### src/rtl/tthbif_cfg_pkg.sv
// Shared types and constants for the tthbif lane configuration register file.
package tthbif_cfg_pkg;

    typedef enum logic [1:0] {
        IDLE  = 2'd0,
        WDATA = 2'd1,
        RESP  = 2'd2
    } cfg_state_e;

    localparam logic [6:0] ADDR_STATUS  = 7'h7D;
    localparam logic [6:0] ADDR_SCRATCH = 7'h7E;
    localparam logic [6:0] ADDR_ID      = 7'h7F;

    localparam int CMD_WR_BIT = 7;

    localparam int STATUS_OVF_BIT = 0;
    localparam int STATUS_TMO_BIT = 1;

    localparam int LANE_COMB_MSB = 3;
    localparam int LANE_COMB_LSB = 2;
    localparam int LANE_FLOP_MSB = 1;
    localparam int LANE_FLOP_LSB = 0;

    localparam logic [3:0] LANE_RESET = 4'hF;

endpackage

### src/rtl/tthbif_cfg_rf.sv
// Byte-command register file driving the per-lane rx/tx tap selects.
// Two-byte writes (command, data) and one-byte reads answered over the UART tx path.
module tthbif_cfg_rf
    import tthbif_cfg_pkg::*;
#(
    parameter int         NUM_LANES      = 1,
    parameter int         TIMEOUT_CYCLES = 1048576,
    parameter logic [7:0] ID_VALUE       = 8'hB1
) (
    input  logic                   clk_i,
    input  logic                   rst_ni,
    input  logic                   en_i,
    input  logic                   rx_data_valid_i,
    input  logic [7:0]             rx_data_i,
    input  logic                   tx_data_ready_i,
    output logic                   tx_data_valid_o,
    output logic [7:0]             tx_data_o,
    output logic [2*NUM_LANES-1:0] rx_comb_tap_sel_o,
    output logic [2*NUM_LANES-1:0] rx_flop_tap_sel_o,
    output logic [2*NUM_LANES-1:0] tx_comb_tap_sel_o,
    output logic [2*NUM_LANES-1:0] tx_flop_tap_sel_o
);

    localparam int CNT_W = $clog2(TIMEOUT_CYCLES);

    if (NUM_LANES < 1 || NUM_LANES > 32) begin : g_bad_num_lanes
        $error("tthbif_cfg_rf: NUM_LANES must be within 1..32");
    end
    if (TIMEOUT_CYCLES < 2) begin : g_bad_timeout
        $error("tthbif_cfg_rf: TIMEOUT_CYCLES must be at least 2");
    end

    cfg_state_e        r_state;
    cfg_state_e        w_state_nxt;
    logic [6:0]        r_addr;
    logic [CNT_W-1:0]  r_cnt;
    logic [3:0]        r_rx_lane [NUM_LANES];
    logic [3:0]        r_tx_lane [NUM_LANES];
    logic [7:0]        r_scratch;
    logic [1:0]        r_status;
    logic              r_tx_valid;
    logic [7:0]        r_tx_data;

    logic              w_cmd_wr;
    logic              w_do_read;
    logic              w_do_write;
    logic              w_timeout;
    logic              w_overflow;
    logic              w_status_clr;
    logic [1:0]        w_status_set;
    logic [6:0]        w_rd_addr;
    logic [7:0]        w_rd_data;

    always_ff @(posedge clk_i or negedge rst_ni) begin
        if (!rst_ni) begin
            r_state <= IDLE;
        end else begin
            r_state <= w_state_nxt;
        end
    end

    always_comb begin
        w_state_nxt = r_state;
        w_cmd_wr    = 1'b0;
        w_do_read   = 1'b0;
        w_do_write  = 1'b0;
        w_timeout   = 1'b0;
        w_overflow  = 1'b0;
        if (!en_i) begin
            w_state_nxt = IDLE;
        end else begin
            case (r_state)
                IDLE: begin
                    if (rx_data_valid_i) begin
                        if (rx_data_i[CMD_WR_BIT]) begin
                            w_cmd_wr    = 1'b1;
                            w_state_nxt = WDATA;
                        end else begin
                            w_do_read   = 1'b1;
                            w_state_nxt = RESP;
                        end
                    end
                end
                WDATA: begin
                    if (rx_data_valid_i) begin
                        w_do_write  = 1'b1;
                        w_state_nxt = IDLE;
                    end else if (r_cnt == CNT_W'(TIMEOUT_CYCLES - 1)) begin
                        w_timeout   = 1'b1;
                        w_state_nxt = IDLE;
                    end
                end
                RESP: begin
                    w_overflow = rx_data_valid_i;
                    if (tx_data_ready_i) begin
                        w_state_nxt = IDLE;
                    end
                end
                default: w_state_nxt = IDLE;
            endcase
        end
    end

    // Read address comes straight from the command byte; lanes occupy 2i (rx) and 2i+1 (tx).
    assign w_rd_addr = rx_data_i[6:0];

    always_comb begin
        w_rd_data = 8'h00;
        case (w_rd_addr)
            ADDR_STATUS:  w_rd_data = {6'b0, r_status};
            ADDR_SCRATCH: w_rd_data = r_scratch;
            ADDR_ID:      w_rd_data = ID_VALUE;
            default: begin
                for (int i = 0; i < NUM_LANES; i++) begin
                    if (w_rd_addr == 7'(2 * i)) begin
                        w_rd_data = {4'b0, r_rx_lane[i]};
                    end
                    if (w_rd_addr == 7'(2 * i + 1)) begin
                        w_rd_data = {4'b0, r_tx_lane[i]};
                    end
                end
            end
        endcase
    end

    assign w_status_clr = w_do_read && (w_rd_addr == ADDR_STATUS);

    always_comb begin
        w_status_set                 = 2'b00;
        w_status_set[STATUS_OVF_BIT] = w_overflow;
        w_status_set[STATUS_TMO_BIT] = w_timeout;
    end

    // Counter runs only while waiting for a data byte, so it is zero on every WDATA entry.
    always_ff @(posedge clk_i or negedge rst_ni) begin
        if (!rst_ni) begin
            r_cnt  <= '0;
            r_addr <= 7'h00;
        end else begin
            if (r_state == WDATA && w_state_nxt == WDATA) begin
                r_cnt <= r_cnt + 1'b1;
            end else begin
                r_cnt <= '0;
            end
            if (w_cmd_wr) begin
                r_addr <= rx_data_i[6:0];
            end
        end
    end

    always_ff @(posedge clk_i or negedge rst_ni) begin
        if (!rst_ni) begin
            for (int i = 0; i < NUM_LANES; i++) begin
                r_rx_lane[i] <= LANE_RESET;
                r_tx_lane[i] <= LANE_RESET;
            end
            r_scratch <= 8'h00;
        end else if (w_do_write) begin
            for (int i = 0; i < NUM_LANES; i++) begin
                if (r_addr == 7'(2 * i)) begin
                    r_rx_lane[i] <= rx_data_i[3:0];
                end
                if (r_addr == 7'(2 * i + 1)) begin
                    r_tx_lane[i] <= rx_data_i[3:0];
                end
            end
            if (r_addr == ADDR_SCRATCH) begin
                r_scratch <= rx_data_i;
            end
        end
    end

    // A status event in the clearing cycle survives because set is OR-ed after the clear.
    always_ff @(posedge clk_i or negedge rst_ni) begin
        if (!rst_ni) begin
            r_status <= 2'b00;
        end else begin
            r_status <= (w_status_clr ? 2'b00 : r_status) | w_status_set;
        end
    end

    always_ff @(posedge clk_i or negedge rst_ni) begin
        if (!rst_ni) begin
            r_tx_valid <= 1'b0;
            r_tx_data  <= 8'h00;
        end else if (!en_i) begin
            r_tx_valid <= 1'b0;
        end else if (w_do_read) begin
            r_tx_valid <= 1'b1;
            r_tx_data  <= w_rd_data;
        end else if (r_state == RESP && tx_data_ready_i) begin
            r_tx_valid <= 1'b0;
        end
    end

    assign tx_data_valid_o = r_tx_valid;
    assign tx_data_o       = r_tx_data;

    for (genvar g = 0; g < NUM_LANES; g++) begin : g_lane
        assign rx_comb_tap_sel_o[2*g+1 -: 2] = r_rx_lane[g][LANE_COMB_MSB:LANE_COMB_LSB];
        assign rx_flop_tap_sel_o[2*g+1 -: 2] = r_rx_lane[g][LANE_FLOP_MSB:LANE_FLOP_LSB];
        assign tx_comb_tap_sel_o[2*g+1 -: 2] = r_tx_lane[g][LANE_COMB_MSB:LANE_COMB_LSB];
        assign tx_flop_tap_sel_o[2*g+1 -: 2] = r_tx_lane[g][LANE_FLOP_MSB:LANE_FLOP_LSB];
    end

endmodule

### config.mk
export PLATFORM = sky130hd
export DESIGN_NAME = tthbif_cfg_rf
export DESIGN_NICKNAME = d
export VERILOG_FILES = /design/src/rtl/tthbif_cfg_pkg.sv /design/src/rtl/tthbif_cfg_rf.sv
export SDC_FILE = /design/constraint.sdc
export NUM_CORES = 1
export LEC_CHECK = 0
export ABC_AREA = 0
export BUFFER_PORTS_ARGS = -buffer_cell sky130_fd_sc_hd__buf_2
export CAP_MARGIN = 10
export CORE_MARGIN = 4
export CORE_UTILIZATION = 62
export DETAILED_ROUTE_END_ITERATION = 12
export GPL_TIMING_DRIVEN = 1
export PLACE_DENSITY_LB_ADDON = 0.2
export SYNTH_ARGS = -nofsm -noshare
export SYNTH_HDL_FRONTEND = slang
export SYNTH_SLANG_ARGS = --single-unit
### constraint.sdc
create_clock -name clk_i -period 5.7 [get_ports clk_i]
set_input_delay 0.57 -clock clk_i [delete_from_list [all_inputs] [get_ports clk_i]]
set_output_delay 0.57 -clock clk_i [all_outputs]
set_load 0.02 [all_outputs]
# Yosys cells after proc, flatten, opt, wreduce, memory -nomap -nowiden
# Index checks and enable logic that the tools add are counted.
[classes] addsub=1 n_eq_ne=11 n_mux=32 n_bitwise=1 n_reduce_logical=10
[ops] cell="== test 7 bit, second input constant" n=4
[ops] cell="one-hot mux 8 bit (3 select lines)" n=1
[ops] cell="adder 20 x 1 -> 20 bit, second input constant" n=1
[ops] cell="== test 20 bit, second input constant" n=1
[ops] cell="two-way mux 1 bit" n=20
[ops] cell="two-way mux 20 bit" n=1
[ops] cell="== test 7 x 1 -> 1 bit, second input constant" n=2
[ops] cell="zero test 7 bit" n=2
[ops] cell="two-way mux 2 bit" n=7
[ops] cell="two-way mux 8 bit" n=1
[ops] cell="AND reduction 2 bit" n=4
[ops] cell="one-hot mux 2 bit (3 select lines)" n=1
[ops] cell="== test 2 x 1 -> 1 bit, second input constant" n=2
[ops] cell="two-way mux 4 bit" n=1
[ops] cell="logical AND 1 bit" n=3
[ops] cell="inequality test 3 x 1 -> 1 bit, second input constant" n=1
[ops] cell="== test 2 bit, second input constant" n=1
[ops] cell="zero test 2 bit" n=1
[ops] cell="OR 2 bit" n=1
[totals] reg_bits=56 out_inout_bits=17 elab_cells=64

# Depth between registers and ports, before layout
# Gate-level depths: netlist (run 1).
[logic_depth] ltp_word=8 ltp_mapped=7 mapped_depth_nobuf=5

# Worst setup path after synthesis (run 1)
# OpenSTA, ideal clock, no wires.
[synth_path] kind="register to register" startpoint="register r_cnt[0]" endpoint="register r_cnt[16]" setup_time_ns=0.079 t_arrival_ns=1.750 setup_slack_ns=3.870 stages_incl_launch_ff=6 n_path_buf=0 period_less_slack_ns=1.830 cell_sequence="dfrtp_1 ha_1 nand3_2 or3_4 or4_1 a21oi_1"
[synth_via] elab_chain_cells=8 elab_cells_between_ends=9
[synth_lines] item="start, declared" line_no="tthbif_cfg_rf.sv:36" source="logic [CNT_W-1:0] r_cnt;"
[synth_lines] item="start signal, assigned" line_no="tthbif_cfg_rf.sv:141" source="r_cnt <= r_cnt + 1'b1;"
[synth_lines] item="== test 20 bit" line_no="tthbif_cfg_rf.sv:88" source="end else if (r_cnt == CNT_W'(TIMEOUT_CYCLES - 1)) begin"
[synth_lines] item="two-way mux 2 bit" line_no="tthbif_cfg_rf.sv:88"
[synth_lines] item="two-way mux 2 bit" line_no="tthbif_cfg_rf.sv:85" source="if (rx_data_valid_i) begin"
[synth_lines] item="one-hot mux 2 bit (3 select lines)" line_no="tthbif_cfg_rf.sv:72" source="case (r_state)"
[synth_lines] item="two-way mux 2 bit" line_no="tthbif_cfg_rf.sv:69" source="if (!en_i) begin"
[synth_lines] item="== test 2 x 1 -> 1 bit" line_no="tthbif_cfg_rf.sv:140" source="if (r_state == WDATA && w_state_nxt == WDATA) begin"
[synth_lines] item="logical AND 1 bit" line_no="tthbif_cfg_rf.sv:140"
[synth_lines] item="two-way mux 20 bit (*)" line_no="tthbif_cfg_rf.sv:140"
# Mark *: on every way between the ends. The rest lies on a longest branch, timed or not.
# A chain may end at the register's enable or synchronous reset.

# Final worst setup path (run 1)
# Ends and elaborated chain as after synthesis.

==> metrics.yaml, run 1 <==
synth:
  ys_types: 38
  avgSynthCellArea_sq_um: 10.95
  ys.warnings.count: 0
  synthCells: 239
  ys_ff_latch: 56
  synth_nets: 253
  synth_top_area_share_pct: 45.91
  synth_area_leaders: "dfrtp_1 46%, mux2_2 11%, dfstp_2 8.0%, nor2_1 4.4%, nand2_1 3.2%"
  synth_area_sq_um: 2616
  yosysSeqAreaShare_pct: 53.95
  synth_area_leader_cell: "dfrtp_1"
placed_design:
  placed_area_sq_um: 2803
  placedCellCount: 312
  io_buffer_count: 29
  gp_congestion: 0.8012
  dp_slack_ps: 3598
  dpl.hpwl_mm: 3.545
power:
  combPwrFrac_pct: 10.9
  p_sw_share_pct: 25.86
  switching_power_mw: 0.1889
  p_clk_share_pct: 28.5
  leakagePower_nw: 1.261
  powerDensity_nw_per_um2: 253.1
  intPower_mw: 0.5416
  seq_power_share_pct: 60.6
  ir_drop_mv: 0.1907
global_routing:
  antenna_found_initial: 0
  grt_usage_pct: 20.55
  grt_pass1_vias: 1735
  grt-ovfl-total: 0
  grt_pass1_wl_mm: 8.300
  grt_max_degree: 57
layout:
  fillers: 297
  antenna_cells: 0
  finalNonFillerCells: 320
  multiInputGateArea_sq_um: 1150
  regArea_sq_um: 1411
  fin_nets: 283
  postLayoutCellArea_sq_um: 2887
  drive_gt1_share_pct: 27.78
  area_growth_pct: 10.33
setup_path:
  endpoint_kind: "register"
  critPathSlowestCell: "or4_1"
  path_class: "register to register"
  worstRegToRegCells: 5
  cp.arrival_ps: 2200
  path_max_fanout: 7
  crit_chain: "ha_1 -> nand3_2 -> or3_4 -> or4_1 -> a21oi_1"
  crit_path_max_incr_delay_ps: 500
  startpoint_type: "register"
  worstPathRequired_ps: 5930
floorplanning:
  design.die.area_sq_um: 5323
  die_x_microns: 72.96
  rows: 23
  die_height_microns: 72.96
  pin_count: 30
  initial_core_util_pct: 64.94
  core-area_sq_um: 4029
sta:
  hold_violations: 0
  tns_ps: 0
  slew_violations: 0
  fmax_ghz: 0.5080
  layout_setup_ws_ps: 3731
  clock_skew_ps: 8.775
  setup_viol: 0
  tightest_slew_ps: 783.6
  slew-limit-headroom_pct: 47.28
  finalCritPeriodShare_pct: 34.54
  rsz0062_at_grt: "false"
  finalCriticalPeriod_ps: 1969
clocking:
  cts-buffers-inserted: 5
  clock_latency_ps: 310
  hold_buffers: 0
  cts_buffer_depth: 2
  clk_pin_slew_ps: 100
  cts_tree: "yes"
  cts_resized: 0
  post_cts_buffers: 0
  clock-root-buffer: "clkbuf_8"
  clock-sinks: 56
  cts_max_level: 2
routing:
  drc_errors: 0
  drt_iter0_markers: 118
  firstDrtPassIters: 4
  num_vias: 1841
  ant_nets: 0
  avgViaCountPerCell: 5.753
  wire_per_inst_microns: 15.35
  wl_mm: 4.912
run:
  cap_viol_max_count: 0
hold_path:
  hold_path_class: "input pin to async pin"
run_status:
  status: "completed"
## logic make-up (layout without fill, tap and decap cells)
logic type / after synthesis / count (layout) / share of synthesized area [%]
simple gates: 102 / 102 / 20.90
flops: 56 / 56 / 53.95
compound gates: 27 / 27 / 7.031
mux: 26 / 26 / 11.19
buf+inv: 14 / 45 / 2.105
xor+xnor: 13 / 13 / 4.352
fa+ha+maj: 1 / 1 / 0.4782
## routing by layer
metal	wire length, microns	global-route usage, %
met3	239	5.096
met4	68	6.148
met1	2387	29.54
met2	2216	31.06
met5	0	0
## worst max-delay path, delay by kind of cell, from the launching register on
family | cells | cell delay, ps
adders and majority gates | 1 | 220
and+or+nand+nor | 3 | 1130
AOI/OAI and AO/OA | 1 | 140
DFF | 1 | 410
## cells in the final DEF (no fill, tap or decap), types with 2 or more instances in the layout
| cell | Yosys | final |
|---|---|---|
| a21oi_1 | 6 | 6 |
| a221oi_1 | 3 | 3 |
| and2_1 | 2 | 2 |
| and4_1 | 2 | 2 |
| buf_2 | 2 | 29 |
| clkbuf_8 | 0 | 5 |
| dfrtp_1 | 48 | 48 |
| dfstp_2 | 8 | 8 |
| inv_1 | 7 | 7 |
| mux2_2 | 26 | 26 |
| nand2_1 | 22 | 22 |
| nand2b_1 | 2 | 2 |
| nand3_1 | 5 | 5 |
| nand4_1 | 7 | 7 |
| nor2_1 | 31 | 31 |
| nor3_1 | 6 | 6 |
| nor4_1 | 7 | 7 |
| o21ai_0 | 5 | 5 |
| o2bb2ai_1 | 2 | 2 |
| o31ai_1 | 5 | 5 |
| or3_1 | 8 | 8 |
| or4_1 | 3 | 3 |
| xnor2_1 | 8 | 8 |
| xor2_1 | 5 | 5 |
## Yosys cell counts
master and instances:
nand3_2 1, a21boi_0 1, o2bb2ai_1 2, a21oi_1 6, nand4_4 1, nand4_1 7
xor2_1 5, o21ai_0 5, nor4_1 7, nand2_1 22, a31o_2 1, clkbuf_1 5
a221oi_1 3, xnor2_1 8, inv_1 7, dfstp_2 8, nand4b_1 1, o211ai_1 1
and2_1 2, or3_4 1, buf_2 2, ha_1 1, o31ai_1 5, and3_1 1
nand3_1 5, or4_1 3, mux2_2 26, and4_1 2, nor3_1 6, nand4bb_1 1
or3_1 8, a211oi_1 1, nand2b_1 2, o21a_1 1, dfrtp_1 48, nor2_1 31
nor4_4 1, a2111oi_0 1
## power by group through the flow
| stage | Clock [mW] | Sequential, mW | Combinational [mW] |
|---|---|---|---|
| floorplan | 0 | 0.458 | 0.0385 |
| global placement | 0 | 0.449 | 0.0789 |
| detailed placement | 0 | 0.450 | 0.0807 |
| CTS | 0.213 | 0.442 | 0.0812 |
| global route | 0.229 | 0.446 | 0.0884 |
| finish | 0.208 | 0.443 | 0.0797 |
## path summary, 6_finish.rpt
path | from | end | slack [ps]
min reg2reg | tx_data_o[6]$_DFFE_PN0P_ | tx_data_o[6]$_DFFE_PN0P_ | 480
min | rst_ni | tx_data_o[7]$_DFFE_PN0P_ | 380
max | r_cnt[0]$_DFF_PN0_ | r_cnt[16]$_DFF_PN0_ | 3730
min in group clk_i | tx_data_o[6]$_DFFE_PN0P_ | tx_data_o[6]$_DFFE_PN0P_ | 480
max reg2reg | r_cnt[0]$_DFF_PN0_ | r_cnt[16]$_DFF_PN0_ | 3730
max in group asynchronous | rst_ni | r_cnt[14]$_DFF_PN0_ | 4880
## final cells by class
cell class,instances,area share (%)
repair buffers,30,5.288
multi-input cells,169,39.84
inverters,7,0.9103
clock inverters,2,0.3901
well taps,50,2.167
clock buffers,6,2.514
flip-flops and latches,56,48.89
## registers in the layout, summed over array words and instances (netlist names)
register / count
r_cnt: 20
r_scratch: 8
tx_data_o: 8
r_addr: 7
r_rx_lane: 4
r_tx_lane: 4
r_state: 2
r_status: 2
tx_data_valid_o: 1
## per-stage QoR
stage               utilization, %  total power [mW]  hold WS [ps]
floorplan                        -            0.4962         274.4
global placement             69.57            0.5275         449.1
detailed placement           69.57            0.5308         458.7
CTS                          71.65            0.7370         404.6
global route                 71.65            0.7635         424.2
finish                       71.65            0.7305         378.1
(Power assumes the default switching activity.)
==> run 2, diff against run 1 <==
--- a/config.mk
+++ b/config.mk
@@ -9,7 +9,7 @@
 export BUFFER_PORTS_ARGS = -buffer_cell sky130_fd_sc_hd__buf_2
 export CAP_MARGIN = 10
 export CORE_MARGIN = 4
-export CORE_UTILIZATION = 62
+export CORE_UTILIZATION = 57
 export DETAILED_ROUTE_END_ITERATION = 12
 export GPL_TIMING_DRIVEN = 1
 export PLACE_DENSITY_LB_ADDON = 0.2
==> constraint.sdc (replaced) <==
create_clock -name clk_i -period 1.9 [get_ports clk_i]
set_input_delay 0.19 -clock clk_i [delete_from_list [all_inputs] [get_ports clk_i]]
set_output_delay 0.19 -clock clk_i [all_outputs]
set_load 0.02 [all_outputs]
==> run 2 against run 1 <==
Net effect: register-to-register slack got worse by 3600 ps; non-clock buffer count rose by 9; die area rose by 7.8%; largest cell class unchanged; highest routed layer unchanged; clock-buffer cell count did not move.
==> metrics.yaml, run 2 (synthesis gave the netlist of run 1 again) <==
run_status:
  status: "completed"
clocking:
  cts-buffers-inserted: 5  # unchanged
  clk_pin_slew_ps: 100  # about the same
  clock-root-buffer: "clkbuf_8"
  cts_max_level: 2  # unchanged
  clock-sinks: 56  # unchanged
  post_cts_buffers: 0  # unchanged
  cts_buffer_depth: 2  # unchanged
  cts_tree: "yes"
  clock_latency_ps: 310  # about the same
setup_path:
  endpoint_kind: "register"
  critPathSlowestCell: "or4_1"
  rr_endpoint: "r_cnt[16]$_DFF_PN0_"
  worstReg2RegStart: "r_cnt[1]$_DFF_PN0_"
  path_class: "register to register"
  r2r_slack_ps: 90  # -3640 ps
  crit_path_max_incr_delay_ps: 510  # about the same
  cp.arrival_ps: 2040  # -160 ps
  path_max_fanout: 4  # -3
  worst-path-buf-inv: 0  # unchanged
  worstRegToRegCells: 5  # unchanged
  startpoint_type: "register"
  worstPathRequired_ps: 2130  # -3800 ps
  crit_chain: "ha_2 -> nand3_2 -> or3_4 -> or4_1 -> a21oi_1"
  critPathTopFamily: "simple AND/OR/NAND/NOR gates"
floorplanning:
  pin_count: 30  # unchanged
  design.die.area_sq_um: 5738  # +7.8%
  core-area_sq_um: 4384  # +8.8%
  rows: 24  # +4.3%
  die_x_microns: 75.75  # +3.8%
  initial_core_util_pct: 59.67  # -5.3 points
  die_height_microns: 75.75  # +3.8%
power:
  finalPower_mw: 2.200  # +200%
  switching_power_mw: 0.5667  # +200%
  intPower_mw: 1.633  # +200%
  ir_drop_mv: 0.6164  # +220%
  powerDensity_nw_per_um2: 737.5  # +190%
  seq_power_share_pct: 60.4  # -0.2 points
  p_sw_share_pct: 25.76  # -0.099 points
  p_clk_share_pct: 28.3  # -0.2 points
  combPwrFrac_pct: 11.3  # +0.4 points
  leakagePower_nw: 1.309  # +3.8%
routing:
  wl_mm: 5.011  # +2.0%
  num_vias: 1884  # +2.3%
  avgViaCountPerCell: 5.692  # -1.1%
  firstDrtPassIters: 4  # unchanged
  drt_iter0_markers: 156  # +32%
  wire_per_inst_microns: 15.14  # -1.4%
  drc_errors: 0  # unchanged
  ant_nets: 0  # unchanged
sta:
  clock_skew_ps: 11.30  # +2.529 ps
  fmax_ghz: 0.5527  # +8.8%
  slew-limit-headroom_pct: 61.30  # +14 points
  setup_viol: 0  # unchanged
  finalCritPeriodShare_pct: 95.23  # +61 points
  slew_violations: 0  # unchanged
  hold_violations: 0  # unchanged
  finalCriticalPeriod_ps: 1809  # -159.2 ps
  tightest_slew_ps: 580.6  # -203.0 ps
  rsz0062_at_grt: "false"
  tns_ps: 0  # unchanged
global_routing:
  grt-ovfl-total: 0  # unchanged
  grt_usage_pct: 19.53  # -1.0 points
  grt_max_degree: 33  # -42%
  grt_pass1_wl_mm: 8.431  # +1.6%
  grt_pass1_vias: 1758  # +1.3%
  antenna_found_initial: 0  # unchanged
hold_path:
  holdPathStages: 4
  worstHoldStart: "tx_data_ready_i"
  hold_end: "r_state[1]$_DFF_PN0_"
  hold_path_class: "input pin to register"
layout:
  area_growth_pct: 14.01
  largest_reg_flops: 20  # unchanged
  regMostFlops: "r_cnt"
  final_common_cell: "dfrtp_1"
  mostFrequentLayoutCells: "48 x dfrtp_1, 31 x nor2_1, 29 x buf_2, 26 x mux2_2, 22 x nand2_1"
  drive_gt1_share_pct: 30.11  # +2.3 points
  antenna_cells: 0  # unchanged
  finalNonFillerCells: 331  # +3.4%
  fin_nets: 292  # +3.2%
  fillers: 352  # +19%
placed_design:
  placedCellCount: 322  # +3.2%
  io_buffer_count: 29  # unchanged
  dpl.hpwl_mm: 3.685  # +4.0%
  gp_congestion: 0.8493  # +6.0%
run:
  cap_viol_max_count: 0  # unchanged
==> run 2: changes by cell type in the layout (fill, tap and decap cells not counted) <==
cell | before | now
a31o_2 | 1 | 0
a31o_4 | 0 | 1
buf_12 | 0 | 1
buf_4 | 1 | 8
dlygate4sd3_1 | 0 | 1
ha_1 | 1 | 0
ha_2 | 0 | 1
==> run 2: repair_timing <==
action,4_1_cts,5_1_grt
endpoints found under the hold margin,20,0
hold buffers,1,0
gates resized for setup,0,2
setup endpoints to repair,0,12
==> run 2: worst min-delay path, stage by stage <==
cell     delay, ps
buf_2           70
inv_1           40
nand2_1         40
o21ai_0         60
==> run 2: cell type report <==
type | instances | area (sq um) | share of cell area [%]
timing repair buffer | 39 | 235.2 | 7.886
multi-input combinational | 169 | 1161 | 38.93
clock buffer | 6 | 72.57 | 2.433
tap | 52 | 65.06 | 2.181
clock inverter | 2 | 11.26 | 0.3775
sequential | 56 | 1411 | 47.32
inverter | 7 | 26.28 | 0.8809
==> run 2: through the flow <==
stage	worst slack [ps]	area (sq um)	utilization, %	hold slack, ps
after floorplan	70.08	2616	-	-105.6
after global placement	136.9	2878	65.64	213.0
after detailed placement	101.8	2878	65.64	215.7
after CTS	87.09	2972	67.78	126.5
after global routing	0.1019	2983	68.04	136.3
final	90.63	2983	68.04	136.4
==> run 2: worst max-delay path by stage <==
stage	startpoint	end	slack (ps)	depth (start not counted)
finish	r_cnt[1]$_DFF_PN0_	r_cnt[16]$_DFF_PN0_	90	5
global route	r_cnt[1]$_DFF_PN0_	r_cnt[16]$_DFF_PN0_	0.1	5
CTS	r_cnt[1]$_DFF_PN0_	r_cnt[16]$_DFF_PN0_	90	5
detailed placement	r_cnt[1]$_DFF_PN0_	r_cnt[16]$_DFF_PN0_	100	5
global placement	r_cnt[1]$_DFF_PN0_	r_cnt[16]$_DFF_PN0_	140	5
floorplan	r_cnt[0]$_DFF_PN0_	r_cnt[16]$_DFF_PN0_	70	5
==> run 2: per-layer routing <==
layer	vias to the layer above	global-route usage [%]	share of wire (%)
met5	-	0	0
li1	929	-	-
met3	2	4.090	4.8
met1	910	30.38	49
met4	0	5.243	0.38
met2	43	27.57	45
==> run 2: power groups by stage <==
stage	clock, mW	sequential, mW	combinational (mW)
after floorplan	0	1.37	0.116
after global placement	0	1.34	0.245
after detailed placement	0	1.35	0.251
after CTS	0.643	1.33	0.253
after global routing	0.695	1.34	0.279
final	0.622	1.33	0.250
==> run 3, diff against run 2 <==
--- a/config.mk
+++ b/config.mk
@@ -8,8 +8,11 @@
 export ABC_AREA = 0
 export BUFFER_PORTS_ARGS = -buffer_cell sky130_fd_sc_hd__buf_2
 export CAP_MARGIN = 10
+export CORE_ASPECT_RATIO = 1.1
 export CORE_MARGIN = 4
 export CORE_UTILIZATION = 57
+export CTS_CLUSTER_DIAMETER = 50
+export CTS_CLUSTER_SIZE = 28
 export DETAILED_ROUTE_END_ITERATION = 12
 export GPL_TIMING_DRIVEN = 1
 export PLACE_DENSITY_LB_ADDON = 0.2
==> run 3 against run 2 <==
Net effect: combinational power increased by 2%; clock-buffer cell count unchanged; wire length grew 1.9%; non-clock buffer count is 6 higher; final area grew 2.0%; sequential share of layout area decreased by 0.93 points; first-iteration DRC count fell by 50%; sequential power about the same; critical path type unchanged; largest power group unchanged.
==> metrics.yaml, run 3 (synthesis gave the netlist of run 1 again) <==
sta:
  slew_violations: 0  # unchanged
  tightest_slew_ps: 538.4  # -42.19 ps
  finalCriticalPeriod_ps: 1809  # -0.3486 ps
  rsz0062_at_grt: "false"
  clock_skew_ps: 4.943  # -6.362 ps
  hold_violations: 0  # unchanged
  setup_viol: 0  # unchanged
  slew-limit-headroom_pct: 64.11  # +2.8 points
  fmax_ghz: 0.5528  # about the same
  finalCritPeriodShare_pct: 95.21  # about the same
  tns_ps: 0  # unchanged
  hold_slack_ps: 136.3  # -0.06800 ps
placed_design:
  dpl.hpwl_mm: 3.888  # +5.5%
  gp_congestion: 0.7800  # -8.2%
  placed_area_sq_um: 2918  # +1.4%
  placedCellCount: 329  # +2.2%
  io_buffer_count: 29  # unchanged
layout:
  area_growth_pct: 16.31
  mostFrequentLayoutCells: "48 x dfrtp_1, 31 x nor2_1, 29 x buf_2, 26 x mux2_2, 22 x nand2_1"
  regMostFlops: "r_cnt"
  postLayoutCellArea_sq_um: 3043  # +2.0%
  final_common_cell: "dfrtp_1"
  drive_gt1_share_pct: 31.58  # +1.5 points
  antenna_cells: 0  # unchanged
  fin_nets: 298  # +2.1%
  fillers: 344  # -2.3%
  largest_reg_flops: 20  # unchanged
  finalNonFillerCells: 339  # +2.4%
global_routing:
  grt_pass1_vias: 2004  # +14%
  grt_max_degree: 25  # -24%
  antenna_found_initial: 0  # unchanged
  grt_usage_pct: 20.83  # +1.3 points
  grt_pass1_wl_mm: 9.342  # +11%
  grt-ovfl-total: 0  # unchanged
clocking:
  clk_pin_slew_ps: 90  # about the same
  clock_latency_ps: 300  # about the same
  cts-buffers-inserted: 5  # unchanged
  cts_tree: "yes"
  cts_max_level: 2  # unchanged
  clock-root-buffer: "clkbuf_8"
  cts_buffer_depth: 2  # unchanged
  clock-sinks: 56  # unchanged
power:
  p_clk_share_pct: 32.2  # +3.9 points
  leakagePower_nw: 1.356  # +3.5%
  switching_power_mw: 0.5608  # -1.0%
  powerDensity_nw_per_um2: 766.6  # +3.9%
  finalPower_mw: 2.333  # +6.0%
  p_sw_share_pct: 24.04  # -1.7 points
  combPwrFrac_pct: 10.9  # -0.4 points
  ir_drop_mv: 0.6375  # +3.4%
  seq_power_share_pct: 56.9  # -3.5 points
  intPower_mw: 1.772  # +8.5%
setup_path:
  crit_chain: "ha_1 -> nand3_2 -> or3_4 -> or4_1 -> a21oi_1"
  r2r_slack_ps: 90  # about the same
  worstReg2RegStart: "r_cnt[1]$_DFF_PN0_"
  path_max_fanout: 4  # unchanged
  startpoint_type: "register"
  endpoint_kind: "register"
  critPathSlowestCell: "or4_1"
  worstRegToRegCells: 5  # unchanged
  worstPathRequired_ps: 2130  # about the same
  path_class: "register to register"
  cp.arrival_ps: 2040  # about the same
  rr_endpoint: "r_cnt[16]$_DFF_PN0_"
  crit_path_max_incr_delay_ps: 500  # about the same
routing:
  wl_mm: 5.105  # +1.9%
  avgViaCountPerCell: 5.617  # -1.3%
  drc_errors: 0  # unchanged
  wire_per_inst_microns: 15.06  # -0.53%
  drt_iter0_markers: 78  # -50%
  firstDrtPassIters: 4  # unchanged
  ant_nets: 0  # unchanged
  num_vias: 1904  # +1.1%
floorplanning:
  initial_core_util_pct: 59.74  # +0.068 points
  die_x_microns: 72.60  # -4.2%
  rows: 25  # +4.2%
  die_height_microns: 79.06  # +4.4%
  core-area_sq_um: 4379  # -0.11%
  pin_count: 30  # unchanged
  design.die.area_sq_um: 5739  # about the same
hold_path:
  hold_path_class: "input pin to register"
  hold_end: "r_state[1]$_DFF_PN0_"
  holdPathStages: 4  # unchanged
  worstHoldStart: "tx_data_ready_i"
run:
  cap_viol_max_count: 0  # unchanged
run_status:
  status: "completed"
run 3: changes by cell type in the layout (fill, tap and decap cells not counted):
cell | before | now
ha_1 | 0 | 1
a31o_4 | 1 | 0
ha_2 | 1 | 0
clkinvlp_4 | 1 | 0
buf_4 | 8 | 14
a31o_2 | 0 | 1
clkinv_2 | 0 | 1
bufinv_16 | 0 | 1
clkinv_1 | 1 | 0
run 3: worst max path at each step:
stage	startpoint	endpoint	slack [ps]	cells past startpoint
3_5_place_dp	r_cnt[1]$_DFF_PN0_	r_cnt[16]$_DFF_PN0_	100	5
3_3_place_gp	r_cnt[1]$_DFF_PN0_	r_cnt[16]$_DFF_PN0_	130	5
4_1_cts	r_cnt[1]$_DFF_PN0_	r_cnt[16]$_DFF_PN0_	70	5
5_1_grt	r_cnt[1]$_DFF_PN0_	r_cnt[16]$_DFF_PN0_	5	5
2_1_floorplan	r_cnt[0]$_DFF_PN0_	r_cnt[16]$_DFF_PN0_	70	5
6_report	r_cnt[1]$_DFF_PN0_	r_cnt[16]$_DFF_PN0_	90	5
run 3: what timing repair did:
item	in CTS	in global routing
hold buffers	1	0
hold endpoints to repair	14	0
buffers inserted	0	1
resized for setup	0	0
setup endpoints to repair	0	1
run 3: power groups by stage:
stage	logic (mW)	registers, mW	clock network (mW)
2_1_floorplan	0.116	1.37	0
3_3_place_gp	0.251	1.35	0
3_5_place_dp	0.257	1.35	0
4_1_cts	0.260	1.33	0.776
5_1_grt	0.286	1.34	0.813
6_report	0.255	1.33	0.751
run 3: layout make-up:
class | count | area, sq um | share of cell area [%]
clock buffers | 6 | 72.57 | 2.385
well taps | 54 | 67.56 | 2.220
multi-input cells | 169 | 1150 | 37.79
repair buffers | 45 | 280.3 | 9.211
inverters | 7 | 26.28 | 0.8635
flip-flops and latches | 56 | 1411 | 46.38
clock inverters | 2 | 35.03 | 1.151
run 3: worst max-delay path: cells and delay by family (launching register included):
kind | cells | cell delay [ps]
and+or+nand+nor | 3 | 1000
adders and majority gates | 1 | 210
DFF | 1 | 390
AOI/OAI and AO/OA | 1 | 150
run 3: layer usage:
metal,vias up,share of wire [%],global-route usage [%]
li1,944,-,-
met1,911,43,25.58
met2,36,51,35.47
met3,13,3.4,4.684
met4,0,2.4,7.749
met5,-,0,0
run 3: through the flow:
stage                     utilization [%]  worst slack (ps)
after floorplan                         -             70.08
after global placement              66.63             131.9
after detailed placement            66.63             95.92
after CTS                           69.31             73.20
after global routing                69.49             5.483
final                               69.49             90.98
